===== config.mk =====
export PLATFORM = sky130hd
export DESIGN_NAME = pid_increment
export DESIGN_NICKNAME = d
export VERILOG_FILES = /design/src/rtl/pid_increment.sv
export SDC_FILE = /design/constraint.sdc
export NUM_CORES = 1
export LEC_CHECK = 0
export ABC_CLOCK_PERIOD_IN_PS = 16300
export CAP_MARGIN = 5
export CORE_ASPECT_RATIO = 1.2
export CORE_MARGIN = 2
export CORE_UTILIZATION = 59
export DETAILED_ROUTE_END_ITERATION = 10
export GPL_ROUTABILITY_DRIVEN = 0
export GPL_TIMING_DRIVEN = 0
export PLACE_DENSITY = 0.8
export SKIP_CTS_REPAIR_TIMING = 1
export SYNTH_ARGS = -nofsm -noshare
export SYNTH_HDL_FRONTEND = slang
export SYNTH_SLANG_ARGS = --single-unit

===== constraint.sdc =====
create_clock -name clk -period 16.3 [get_ports clk]
set_input_delay 2.445 -clock clk [delete_from_list [all_inputs] [get_ports clk]]
set_output_delay 2.445 -clock clk [all_outputs]
set_load 0.005 [all_outputs]

===== src/rtl/pid_increment.sv =====
// Incremental PID controller: u(k) = u(k-1) + ((kp*dE + ki*e0 + kd*d2E) >>> FRAC).
// One shared signed multiplier is stepped over the P, I and D terms, then the sum is saturated.
//
// state | meaning
// IDLE  | waiting for start; operands are captured when start is accepted
// MP    | acc <= kp*(e0-e1)
// MI    | acc <= acc + ki*e0
// MD    | acc <= acc + kd*(e0-2*e1+e2)
// SUM   | u_out <= saturate(u_out + (acc >>> FRAC)), pulse valid
module pid_increment #(
  parameter int ERR_W = 10,
  parameter int K_W   = 8,
  parameter int FRAC  = 4,
  parameter int U_W   = 16
) (
  input  logic                    clk,
  input  logic                    rst,
  input  logic                    start,
  input  logic                    clr,
  input  logic signed [ERR_W-1:0] ek0,
  input  logic signed [ERR_W-1:0] ek1,
  input  logic signed [ERR_W-1:0] ek2,
  input  logic signed [K_W-1:0]   kp,
  input  logic signed [K_W-1:0]   ki,
  input  logic signed [K_W-1:0]   kd,
  output logic signed [U_W-1:0]   u_out,
  output logic                    valid,
  output logic                    busy,
  output logic                    sat
);

  localparam int D1_W   = ERR_W + 1;
  localparam int D2_W   = ERR_W + 2;
  localparam int PROD_W = K_W + D2_W;
  localparam int ACC_W  = ERR_W + K_W + 4;
  localparam int SHF_W  = ACC_W - FRAC;
  localparam int SUM_W  = ((U_W > SHF_W) ? U_W : SHF_W) + 1;

  localparam logic signed [SUM_W-1:0] U_MAX = SUM_W'((64'sd1 <<< (U_W - 1)) - 64'sd1);
  localparam logic signed [SUM_W-1:0] U_MIN = -U_MAX - SUM_W'(1);

  typedef enum logic [2:0] {
    S_IDLE = 3'd0,
    S_MP   = 3'd1,
    S_MI   = 3'd2,
    S_MD   = 3'd3,
    S_SUM  = 3'd4
  } state_t;

  state_t                    r_state;
  logic signed [ERR_W-1:0]   r_e0, r_e1, r_e2;
  logic signed [K_W-1:0]     r_kp, r_ki, r_kd;
  logic signed [ACC_W-1:0]   r_acc;
  logic signed [U_W-1:0]     r_u;
  logic                      r_valid;
  logic                      r_sat;

  logic signed [D1_W-1:0]    w_d1;
  logic signed [D2_W-1:0]    w_d2;
  logic signed [K_W-1:0]     w_mul_k;
  logic signed [D2_W-1:0]    w_mul_e;
  logic signed [PROD_W-1:0]  w_prod;
  logic signed [SHF_W-1:0]   w_shift;
  logic signed [SUM_W-1:0]   w_sum;
  logic signed [U_W-1:0]     w_u_next;
  logic                      w_sat_next;

  // Differences are formed from the captured operands at widths that cannot overflow.
  assign w_d1 = D1_W'(r_e0) - D1_W'(r_e1);
  assign w_d2 = D2_W'(r_e0) - (D2_W'(r_e1) <<< 1) + D2_W'(r_e2);

  always_comb begin
    w_mul_k = r_kp;
    w_mul_e = D2_W'(w_d1);
    case (r_state)
      S_MI: begin
        w_mul_k = r_ki;
        w_mul_e = D2_W'(r_e0);
      end
      S_MD: begin
        w_mul_k = r_kd;
        w_mul_e = w_d2;
      end
      default: begin
        w_mul_k = r_kp;
        w_mul_e = D2_W'(w_d1);
      end
    endcase
  end

  assign w_prod = w_mul_k * w_mul_e;

  // Arithmetic shift gives floor rounding; the sum is clipped at full width.
  assign w_shift = SHF_W'(r_acc >>> FRAC);
  assign w_sum   = SUM_W'(r_u) + SUM_W'(w_shift);

  always_comb begin
    w_u_next   = U_W'(w_sum);
    w_sat_next = 1'b0;
    if (w_sum > U_MAX) begin
      w_u_next   = U_W'(U_MAX);
      w_sat_next = 1'b1;
    end else if (w_sum < U_MIN) begin
      w_u_next   = U_W'(U_MIN);
      w_sat_next = 1'b1;
    end
  end

  always_ff @(posedge clk) begin
    if (rst) begin
      r_state <= S_IDLE;
      r_e0    <= '0;
      r_e1    <= '0;
      r_e2    <= '0;
      r_kp    <= '0;
      r_ki    <= '0;
      r_kd    <= '0;
      r_acc   <= '0;
      r_u     <= '0;
      r_valid <= 1'b0;
      r_sat   <= 1'b0;
    end else if (clr) begin
      r_state <= S_IDLE;
      r_acc   <= '0;
      r_u     <= '0;
      r_valid <= 1'b0;
      r_sat   <= 1'b0;
    end else begin
      r_valid <= 1'b0;
      case (r_state)
        S_IDLE: begin
          if (start) begin
            r_e0    <= ek0;
            r_e1    <= ek1;
            r_e2    <= ek2;
            r_kp    <= kp;
            r_ki    <= ki;
            r_kd    <= kd;
            r_state <= S_MP;
          end
        end
        S_MP: begin
          r_acc   <= ACC_W'(w_prod);
          r_state <= S_MI;
        end
        S_MI: begin
          r_acc   <= r_acc + ACC_W'(w_prod);
          r_state <= S_MD;
        end
        S_MD: begin
          r_acc   <= r_acc + ACC_W'(w_prod);
          r_state <= S_SUM;
        end
        S_SUM: begin
          r_u     <= w_u_next;
          r_sat   <= w_sat_next;
          r_valid <= 1'b1;
          r_state <= S_IDLE;
        end
        default: r_state <= S_IDLE;
      endcase
    end
  end

  assign u_out = r_u;
  assign valid = r_valid;
  assign busy  = (r_state != S_IDLE);
  assign sat   = r_sat;

endmodule


# Word-level counts from Yosys, hierarchy flattened
# Cells that the tools add are included.
[totals]
out_inout_bits = 19
register_bits = 97
[op_classes]
n_reduce_logical = 6
bitwise = 1
add_sub_neg = 5
eq_ne = 5
n_mul = 1
mux = 10
n_lt_le_gt_ge = 2
[op_table]
columns = ["cell", "n"]
rows = [
  ["$pmux 22 s2", 1],
  ["$mux 16", 2],
  ["$pmux 12 s2", 1],
  ["$add 22x20->22", 1],
  ["$mul 8x12->20", 1],
  ["$add 16x18->19", 1],
  ["$gt 19x16->1 const B", 1],
  ["$lt 19x16->1 const B", 1],
  ["$pmux 8 s2", 1],
  ["$add 12x10->12", 1],
  ["$pmux 3 s4", 1],
  ["$sub 10x11->12", 1],
  ["$sub 10x10->11", 1],
  ["$eq 3x2->1 const B", 2],
  ["$reduce_or 2->1", 2],
  ["$eq 3x1->1 const B", 1],
  ["$eq 3x3->1 const B", 1],
  ["$logic_not 3->1", 1],
  ["$mux 1", 3],
  ["$mux 3", 1],
  ["$reduce_and 3->1", 1],
  ["$reduce_bool 3->1", 1],
  ["$ne 2x2->1 const B", 1],
  ["$reduce_bool 2->1", 1],
  ["$not 1->1", 1],
]

# Logic depth before layout (Yosys ltp)
# Gate-level depths: netlist of run 1.
[logic_depth]
depth_word = 6
depth_mapped = 38
mapped_depth_nobuf = 38

# Least setup slack after synthesis of run 1
# Ideal clock, no wire load.
[synth_path]
path_type = "flip-flop to flip-flop"
start = "reg r_e0[2]"
end = "reg r_acc[21]"
period_less_slack_ns = 7.968
path_stages_with_launch = 37
setup_slack_ns = 8.332
t_arrival_ns = 7.897
path_buffers = 1
path_cell_list = "dfxtp_1 > inv_1 > fa_1 > inv_1 > ha_1 > a21oi_4 > o21ai_2 > a211o_1 > a2111o_1 > a31oi_1 > o31ai_1 > a21oi_1 > buf_6 > nor3_1 > fa_1 > inv_1 > fa_1 > inv_1 > fa_1 > inv_1 > fa_1 > inv_1 > ha_1 > a31oi_1 > nand2_1 > o21ai_0 > a31o_2 > xnor2_1 > inv_1 > ha_1 > nor2b_1 > o21ai_0 > nor2b_1 > o21ai_0 > or3_1 > a21o_1 > a21oi_1"
[synth_between]
elab_chain_cells = 6
word_cells_on_any_way = 7
cone_classes = "add/sub: 4; mul: 1; mux: 2"
[synth_rtl]
columns = ["item", "line", "rtl"]
rows = [
  ["from (decl)", "51", "logic signed [ERR_W-1:0] r_e0, r_e1, r_e2;"],
  ["from (signal assigned)", "133", "r_e0 <= ek0;"],
  ["$sub 10x11->12", "70", "assign w_d2 = D2_W'(r_e0) - (D2_W'(r_e1) <<< 1) + D2_W'(r_e2);"],
  ["$add 12x10->12", "70", ""],
  ["$pmux 12 s2 *", "75", "case (r_state)"],
  ["$mul 8x12->20 *", "91", "assign w_prod = w_mul_k * w_mul_e;"],
  ["$add 22x20->22", "147, 151", ""],
  ["$pmux 22 s2 *", "130", "case (r_state)"],
  ["to (signal assigned)", "143", "r_acc <= ACC_W'(w_prod);"],
  ["to (signal assigned)", "147", "r_acc <= r_acc + ACC_W'(w_prod);"],
  ["to (signal assigned)", "151", "r_acc <= r_acc + ACC_W'(w_prod);"],
  ["to (decl)", "53", "logic signed [ACC_W-1:0] r_acc;"],
]
# Every way passes the cells marked *; elsewhere a longest branch is shown, timed or not.
# A chain may end at the register's enable or synchronous reset.

# Worst setup path after layout of run 1
# Same ends and word-level chain as after synthesis.

==> results of run 1 <==
==> metal layers <==
metal | up-vias | GRT usage | wire length [um]
li1 | 4638 | - | -
met1 | 4528 | 0.319 | 10200
met2 | 322 | 0.531 | 13500
met3 | 77 | 0.0352 | 1190
met4 | 0 | 0.118 | 1020
met5 | - | 0 | 0
==> path summary, 6_finish.rpt <==
path                                   to  slack, ps  depth (start not counted)
worst max-delay path            r_acc[21]       7220                         36
worst min register to register    r_kd[0]        460                          2
worst min-delay path              r_kd[0]        460                          2
worst max register to register  r_acc[21]       7220                         36
==> critical path: cells and delay by family (launching register included) <==
kind                     cells  cell delay, ps
AND/OR/NAND/NOR              7            1380
buffers and inverters        5             260
XOR/XNOR                     2             380
flip-flops                   1             410
AO/OA/AOI/OAI               13            2930
adder cells (fa/ha/maj)      8            3500
multiplexers                 1             110
==> per-stage QoR <==
step	area [sq um]	setup slack (ps)	util
finish	11900	7220	0.678
floorplan	10500	8330	-
CTS	11900	7300	0.678
global route	11900	6690	0.678
detailed placement	11600	7340	0.661
global placement	11600	7470	0.661
==> kinds of logic after synthesis <==
| family | Yosys count | synth area share |
|---|---|---|
| flip-flops | 97 | 0.184 |
| multiplexers | 15 | 0.0142 |
| buffers and inverters | 230 | 0.0841 |
| XOR/XNOR | 57 | 0.0481 |
| adder cells (fa/ha/maj) | 190 | 0.292 |
| AND/OR/NAND/NOR | 418 | 0.175 |
| AO/OA/AOI/OAI | 334 | 0.203 |
==> final cells by class <==
cell class	count	area [sq um]	share of cell area
repair buffers	76	761	0.0641
well taps	220	275	0.0232
multi-input cells	1014	7710	0.650
clock inverters	6	60.1	0.00506
flip-flops and latches	97	1940	0.164
inverters	181	679	0.0572
clock buffers	10	229	0.0193
plain buffers	49	208	0.0175
==> power by group through the flow <==
| stage | registers, mW | clock network, mW | logic [mW] |
|---|---|---|---|
| 2_1_floorplan | 0.255 | 0 | 0.317 |
| 3_3_place_gp | 0.258 | 0 | 0.399 |
| 3_5_place_dp | 0.258 | 0 | 0.411 |
| 4_1_cts | 0.253 | 0.211 | 0.414 |
| 5_1_grt | 0.254 | 0.222 | 0.468 |
| 6_report | 0.253 | 0.210 | 0.417 |
==> placed cells by master, fill, tap and decap left out, types with 18 or more instances in the layout <==
cell and count:
a21o_1 20, a21oi_1 128, clkbuf_1 42, clkdlybuf4s50_1 76, dfxtp_1 97, fa_1 93
ha_1 97, inv_1 181, nand2_1 177, nor2_1 120, nor2b_1 18, nor3_1 25
o21ai_0 64, xnor2_1 39
==> sequential cells by signal, summed over array words and instances, names as in the netlist <==
signal / count
r_acc: 22
u_out: 16
r_e0: 10
r_e1: 10
r_e2: 10
r_kd: 8
r_ki: 8
r_kp: 8
r_state: 3
sat: 1
valid: 1
==> metrics.md, run 1 <==
| Metric | Value |
|---|---|
| Die height | `150 um` |
| Startpoint types | `flop` |
| Mapped Cells | `1341` |
| Worst EP arrival | `9370 ps` |
| Ys Warns | `0` |
| Total Routed Length | `25.9 mm` |
| Worst Hold Class | `flop to flop` |
| Post-layout min period | `9080 ps` |
| Net Sw Power | `0.359 mW` |
| Clock share of power | `0.238` |
| Period utilisation layout | `0.557` |
| Layout area overhead | `12.6%` |
| Pint | `0.521 mW` |
| Final hold vios | `0` |
| Die span in x | `126 um` |
| Synth top cells by count | `inv_1, nand2_1, a21oi_1` |
| Synth Register Bits | `97` |
| Crit path launch | `r_e0[2]` |
| Clock tree buffer depth | `2` |
| Vias in the first global route | `9455` |
| Vias | `9565` |
| Num CTS Buffers | `9` |
| RSZ-0062 raised after global routing | `false` |
| Drt first-iter violations | `595` |
| Layout cells sized above 1 | `0.0419` |
| Sink Count | `97` |
| CTS H-tree depth | `3` |
| Slowest cell delay on critical path | `630 ps` |
| Synth cell types | `68` |
| # diodes | `0` |
| Sw Share | `0.407` |
| Total GRT Usage | `0.281` |
| Synth area leaders | `dfxtp_1, fa_1, ha_1, inv_1, nand2_1` |
| Initial core utilization | `0.602` |
| Global route total overflow | `0` |
| Area fraction of the dominant cell type after synthesis | `0.184` |
| CP Class | `flop to flop` |
| FILL cells | `1479` |
| MaxCap Viol Count | `0` |
| Seq/Total Area, Yosys | `0.184` |
| Hpwl dp | `21.2 mm` |
| Worst Path Max Fanout | `8` |
| CP max stage cell | `o21ai_1` |
| Pre-antenna DRT Iters | `7` |
| WHS | `456 ps` |
| Placed cell count | `1637` |
| Drt wl/cell | `15.7 um` |
| Post-route ant nets | `0` |
| EDFF count, synth | `0` |
| Fin cells | `1653` |
| CTS root buf | `clkbuf_16` |
| HP Start | `r_kd[0]` |
| Setup TNS | `0 ps` |
| Logic pwr share | `0.474` |
| Setup-failing EPs final | `0` |
| TritonCTS clock tree | `built` |
| Worst endpoint required time | `16580 ps` |
| Ys async rst share | `0` |
| Most frequent cell after synthesis | `inv_1` |
| Mapped Nets | `1589` |
| Yosys top cell by area | `dfxtp_1` |
| Final setup skew | `12.3 ps` |
| Wire length of the first global-routing pass | `43.8 mm` |
| Power Total | `0.880 mW` |
| Worst slew pin tran | `1210 ps` |
| Core Region | `17500 sq um` |
| Clock transition at the registers of the reported paths | `80 ps` |
| Final Max Tran Viols | `0` |
| Antenna violations before repair | `0` |
| Largest net degree at the start of global routing | `19` |
| Worst setup EP type | `flop` |
| DRC viols | `0` |
| Fmax | `110 MHz` |
| Sequential Power Share | `0.287` |
| Reg2Reg Launch Point | `r_e0[2]` |
| Worst skew pair latency | `360 ps` |
| Leak | `5.17 nW` |
| Synth Cell Area | `10500 sq um` |
| Die ar. | `19000 sq um` |
| Status | `complete, no violations` |
| Final net count | `1676` |
| VDD IR max | `0.0000516 V` |
| # IOs | `77` |
| Post-DR vias/cell | `5.79` |
| Synth Flop Type | `dfxtp_1` |
| Number of placement rows | `53` |
| Avg Inst Size Synth | `7.86 sq um` |
| Cell Pwr Density | `74.2 nW/um^2` |
| Slew headroom | `0.185` |
| Port Buffers | `76` |
Note: power is estimated with default switching activity, not from simulation.
==> run 2, diff against run 1 <==
Settings changed: ABC_CLOCK_PERIOD_IN_PS 16300 to 7600, CORE_UTILIZATION 59 to 55, PLACE_DENSITY 0.8 to 0.78.
Clock period 16.3 ns to 7.6 ns, I/O delays scaled along.
==> run 2 against run 1 <==
- the flow now finishes with violations (negative setup slack)
- die area grew 7.1%
- register-to-register slack lost 7800 ps
- clock power grew 120%
- worst hold slack gained 1.2 ps
- critical path depth grew 2
- global-route usage shrank 1.8 points
- flip-flop and latch count is the same
- clock-buffer cell count is the same
- via count grew 2.7%
- routed wire length grew 6.1%
- critical path type unchanged
- largest power group unchanged
==> metrics.md, run 2 (synthesis results as in run 1) <==
| Metric | Value |
|---|---|
| Startpoint types | `flop` |
| Post-layout min period | `8180 ps (-899 ps)` |
| Global route total overflow | `0 (unchanged)` |
| Port Buffers | `76 (unchanged)` |
| Wire length of the first global-routing pass | `42.9 mm (-2.1%)` |
| Final setup skew | `10.2 ps (-2.12 ps)` |
| WHS | `457 ps (+1.18 ps)` |
| Multi-input gate area | `8240 sq um (+6.8%)` |
| Post-route ant nets | `0 (unchanged)` |
| Die height | `156 um (+3.5%)` |
| Total GRT Usage | `0.263 (-0.0179)` |
| Final net count | `1718 (+2.5%)` |
| Antenna violations before repair | `0 (unchanged)` |
| Initial core utilization | `0.559 (-0.0431)` |
| Final hold vios | `0 (unchanged)` |
| Sw Share | `0.406 (-0.00141)` |
| CTS root buf | `clkbuf_16` |
| Setup TNS | `-1950 ps (-1950 ps)` |
| Drt first-iter violations | `577 (-3.0%)` |
| Die ar. | `20300 sq um (+7.1%)` |
| Post-DR vias/cell | `5.68 (-1.9%)` |
| Worst skew pair latency | `370 ps (about the same)` |
| Die span in x | `130 um (+3.5%)` |
| Most flop-heavy register | `r_acc` |
| Clock tree buffer depth | `2 (unchanged)` |
| CTS H-tree depth | `3 (unchanged)` |
| Fmax | `122 MHz (+11%)` |
| Layout cells sized above 1 | `0.138 (+0.0958)` |
| Most common cell after layout, fill and taps aside | `nand2_1` |
| Vias | `9824 (+2.7%)` |
| Status | `finished, violations left` |
| Worst Hold Class | `flop to flop` |
| DRC viols | `0 (unchanged)` |
| Register area | `1960 sq um (+0.71%)` |
| Clock transition at the registers of the reported paths | `80 ps (about the same)` |
| Drt wl/cell | `15.9 um (+1.3%)` |
| Pint | `1.29 mW (+150%)` |
| Most frequent cells in the layout | `nand2_1, inv_1, nor2_1, a21oi_1` |
| Layout area overhead | `21.2%` |
| CP Class | `flop to flop` |
| Sequential Power Share | `0.248 (-0.039)` |
| Pre-antenna DRT Iters | `6 (-1)` |
| Placed cell count | `1673 (+2.2%)` |
| Logic pwr share | `0.537 (+0.063)` |
| Largest net degree at the start of global routing | `19 (unchanged)` |
| Worst EP arrival | `8410 ps (-960 ps)` |
| Worst Path Max Fanout | `8 (unchanged)` |
| Worst setup EP type | `flop` |
| Vias in the first global route | `9541 (+0.91%)` |
| Leak | `5.46 nW (+5.5%)` |
| Slowest cell delay on critical path | `540 ps (-90 ps)` |
| Slew headroom | `0.159 (-0.0262)` |
| Period utilisation layout | `1.08 (+0.520)` |
| Core Region | `18900 sq um (+7.7%)` |
| MaxCap Viol Count | `0 (unchanged)` |
| Failing checks | `negative setup slack` |
| Number of placement rows | `55 (+3.8%)` |
| Power Total | `2.17 mW (+150%)` |
| Fin cells | `1731 (+4.7%)` |
| Hpwl dp | `20.9 mm (-1.5%)` |
| Worst Path Buf+Inv | `9 (+4)` |
| Max FFs per register | `22 (unchanged)` |
| FILL cells | `1528 (+3.3%)` |
| Num CTS Buffers | `9 (unchanged)` |
| # diodes | `0 (unchanged)` |
| Total Routed Length | `27.5 mm (+6.1%)` |
| Worst slew pin tran | `1250 ps (+39.0 ps)` |
| VDD IR max | `0.000128 V (+150%)` |
| Crit path top cell by count | `inv_2` |
| CP max stage cell | `fa_1` |
| # IOs | `77 (unchanged)` |
| Final worst-path setup slack | `-583 ps (-7800 ps)` |
| Final Max Tran Viols | `0 (unchanged)` |
| TritonCTS clock tree | `built` |
| RSZ-0062 raised after global routing | `true` |
| Sink Count | `97 (unchanged)` |
| CP top delay family | `adder cells` |
| Clock share of power | `0.214 (-0.024)` |
| Cell Pwr Density | `170 nW/um^2 (+130%)` |
| Net Sw Power | `0.883 mW (+150%)` |
| Worst endpoint required time | `7830 ps (-8750 ps)` |
| Largest regs | `r_acc: 22 flops, u_out: 16 flops` |
| Setup-failing EPs final | `8 (+8)` |
run 2: layout make-up:
type,instances,area share
buffer,49,0.0165
clock buffer,10,0.0187
clock inverter,6,0.00411
inverter,181,0.0534
multi-input combinational,1014,0.645
sequential,97,0.153
tap,256,0.0251
timing repair buffer,118,0.0843
run 2: per-stage QoR:
step,setup WS [ps],util,cell area [sq um]
final,-583,0.678,12800
after floorplan,1.93,-,10600
after CTS,-1160,0.635,12000
after global placement,-930,0.619,11700
after global routing,-850,0.678,12800
after detailed placement,-1050,0.619,11700
run 2: worst reg2reg max path, delay by kind of cell (launching register included):
family          cells  cell delay (ps)
fa+ha+maj           8             3160
compound gates     14             3000
buf+inv             9              740
simple gates        6              700
flops               1              340
xor+xnor            1               90
run 2: power by group through the flow:
stage | combinational, mW | sequential (mW) | clock (mW)
final | 1.17 | 0.540 | 0.466
after global routing | 1.28 | 0.542 | 0.487
after CTS | 0.898 | 0.541 | 0.467
after detailed placement | 0.890 | 0.553 | 0
after global placement | 0.866 | 0.552 | 0
after floorplan | 0.696 | 0.548 | 0
run 2: path summary, 6_finish.rpt:
check	from	endpoint	slack, ps	cells after the start
setup / recovery	r_e2[2]	r_acc[21]	-580	38
hold / removal	r_kp[4]	r_kp[4]	460	2
setup reg to reg	r_e2[2]	r_acc[21]	-580	38
hold reg to reg	r_kp[4]	r_kp[4]	460	2
run 2: routing by layer:
layer	track usage	routed length [um]	up-vias	part of all wire
met5	0	0	-	0
met1	0.295	10700	4657	0.39
met3	0.0285	1190	103	0.043
met2	0.483	14100	340	0.51
met4	0.142	1420	0	0.052
li1	-	-	4724	-
==> run 3, diff against run 2 <==
Settings changed: CELL_PAD_IN_SITES_DETAIL_PLACEMENT set to 0, CELL_PAD_IN_SITES_GLOBAL_PLACEMENT set to 2, CORE_UTILIZATION 55 to 33, PLACE_DENSITY 0.78 to not set, PLACE_DENSITY_LB_ADDON set to 0.1.
==> run 3 against run 2 <==
- the flow finishes with violations (design-rule violations, negative setup slack)
- via count is 6.3% lower
- global-route usage is 7.3 points lower
- die area is 65% higher
- routed wire length is 13% higher
- clock-buffer cell count stayed put
- flip-flop and latch count stayed put
==> metrics.md, run 3 (synthesis results as in run 1) <==
| Metric | Value |
|---|---|
| Status | `finished, violations left` |
| Failing checks | `design-rule violations, negative setup slack` |
| R2R cell count | `35 (-7.9%)` |
| Crit path top cell by count | `fa_1` |
| Slew headroom | `0.355 (+0.196)` |
| CTS H-tree depth | `3 (unchanged)` |
| CTS root buf | `clkbuf_16` |
| Num CTS Buffers | `9 (unchanged)` |
| Max FFs per register | `22 (unchanged)` |
| Core Region | `31400 sq um (+67%)` |
| CP max stage cell | `fa_1` |
| Most frequent cells in the layout | `nand2_1, inv_1, nor2_1` |
| Vias | `9202 (-6.3%)` |
| Startpoint types | `flop` |
| Setup TNS | `-1210 ps (+743 ps)` |
| Fmax | `125 MHz (+1.9%)` |
| Antenna violations before repair | `0 (unchanged)` |
| Global route total overflow | `0 (unchanged)` |
| Post-DR vias/cell | `4.95 (-13%)` |
| Hold EP | `r_kd[2]` |
| Pre-antenna DRT Iters | `8 (+2)` |
| Vias in the first global route | `9421 (-1.3%)` |
| Layout cells sized above 1 | `0.133 (-0.00457)` |
| Leak | `5.42 nW (-0.74%)` |
| Wire length of the first global-routing pass | `49.7 mm (+16%)` |
| VDD IR max | `0.0000815 V (-36%)` |
| Worst Path Max Fanout | `6 (-2)` |
| WHS | `455 ps (-1.87 ps)` |
| Reg2reg setup slack | `-430 ps (+150 ps)` |
| Layout area overhead | `23.1%` |
| Post-route ant nets | `0 (unchanged)` |
| Die span in x | `167 um (+28%)` |
| Die ar. | `33400 sq um (+65%)` |
| Worst endpoint required time | `7890 ps (+60 ps)` |
| Period utilisation layout | `1.06 (-0.0204)` |
| Drt first-iter violations | `358 (-38%)` |
| # IOs | `77 (unchanged)` |
| Final hold vios | `0 (unchanged)` |
| CP Class | `flop to flop` |
| Number of placement rows | `71 (+29%)` |
| Hpwl dp | `25.2 mm (+20%)` |
| Port Buffers | `76 (unchanged)` |
| Dpl ws | `-1210 ps (-152 ps)` |
| Worst setup EP type | `flop` |
| DRC viols | `2 (+2)` |
| Most common cell after layout, fill and taps aside | `nand2_1` |
| Power Total | `2.21 mW (+1.8%)` |
| Die height | `200 um (+28%)` |
| Initial core utilization | `0.335 (-0.224)` |
| Hold depth | `2 (unchanged)` |
| Cell Pwr Density | `170 nW/um^2 (+0.19%)` |
| Worst EP arrival | `8310 ps (-100 ps)` |
| Reg2Reg Launch Point | `r_e2[2]` |
| Most flop-heavy register | `r_acc` |
| Worst skew pair latency | `360 ps (about the same)` |
| # diodes | `0 (unchanged)` |
| Drt wl/cell | `16.7 um (+5.1%)` |
| Final Util | `0.413 (-0.265)` |
| Worst slew pin tran | `964 ps (-288 ps)` |
| HP Start | `r_kd[2]` |
| Slowest cell delay on critical path | `540 ps (about the same)` |
| Final net count | `1701 (-0.99%)` |
| Sink Count | `97 (unchanged)` |
| Total Routed Length | `31.0 mm (+13%)` |
| Total GRT Usage | `0.190 (-0.0735)` |
| Post-layout min period | `8030 ps (-155 ps)` |
| Largest regs | `r_acc: 22 flops, u_out: 16 flops` |
| Largest net degree at the start of global routing | `17 (-2)` |
| MaxCap Viol Count | `0 (unchanged)` |
| Worst Hold Class | `flop to flop` |
| Clock tree buffer depth | `2 (unchanged)` |
| Clock transition at the registers of the reported paths | `80 ps (about the same)` |
| Setup-failing EPs final | `6 (-2)` |
| Final Max Tran Viols | `0 (unchanged)` |
| Final setup skew | `10.9 ps (+0.759 ps)` |
| Final worst-path setup slack | `-428 ps (+155 ps)` |
| RR Endpoint | `r_acc[21]` |
| RSZ-0062 raised after global routing | `true` |
| TritonCTS clock tree | `built` |
run 3: cell count changes in the layout (fill, tap and decap cells not counted), moves of 3 or more:
cell      before  now
nor3_2         4    1
a21oi_1      115  112
nor3_1        19   22
inv_1        167  171
a21oi_2       22   25
clkbuf_1      38   35
xor2_1        17   14
inv_2         13    8
inv_6          5    2
buf_4         40   22
clkbuf_2       3    6
run 3: cell type report:
cell class | count | area (sq um)
Buffer | 48 | 211
Clock buffer | 10 | 229
Clock inverter | 6 | 90.1
Fill cell | 3358 | 18500
Inverter | 181 | 684
Multi-Input combinational cell | 1014 | 8320
Sequential cell | 97 | 1960
Tap cell | 401 | 502
Timing Repair Buffer | 102 | 988
run 3: routing by layer:
| metal | up-vias | global-route usage | routed length, um |
|---|---|---|---|
| met2 | 118 | 0.357 | 15800 |
| met5 | - | 0 | 0 |
| met4 | 0 | 0.0802 | 1100 |
| met3 | 33 | 0.0150 | 552 |
| li1 | 4685 | - | - |
| met1 | 4366 | 0.223 | 13500 |
run 3: power by group:
group	switching [mW]	internal (mW)	total, mW
Clock	0.223	0.291	0.514
Combinational	0.641	0.514	1.16
Sequential	0.0175	0.526	0.543
Total	0.882	1.33	2.21
run 3: worst max-delay path: cells and delay by family, from the launching register on:
kind | cells | cell delay (ps)
simple gates | 8 | 1420
fa+ha+maj | 8 | 3320
xor+xnor | 1 | 170
flops | 1 | 340
compound gates | 12 | 2240
buf+inv | 6 | 450
run 3: worst max path at each step:
stage | from | end | cells past startpoint
after floorplan | r_e0[1] | r_acc[21] | 36
after global placement | r_e0[3] | r_acc[21] | 35
after detailed placement | r_e0[1] | r_acc[21] | 33
after CTS | r_e0[1] | r_acc[21] | 33
after global routing | r_e0[1] | r_acc[21] | 37
final | r_e2[2] | r_acc[21] | 35
run 3: through the flow:
| stage | cells | area, sq um |
|---|---|---|
| floorplan | 1341 | 10600 |
| global placement | 1818 | 11900 |
| detailed placement | 1818 | 11900 |
| CTS | 1834 | 12200 |
| global route | 1859 | 13000 |
| finish | 1859 | 13000 |
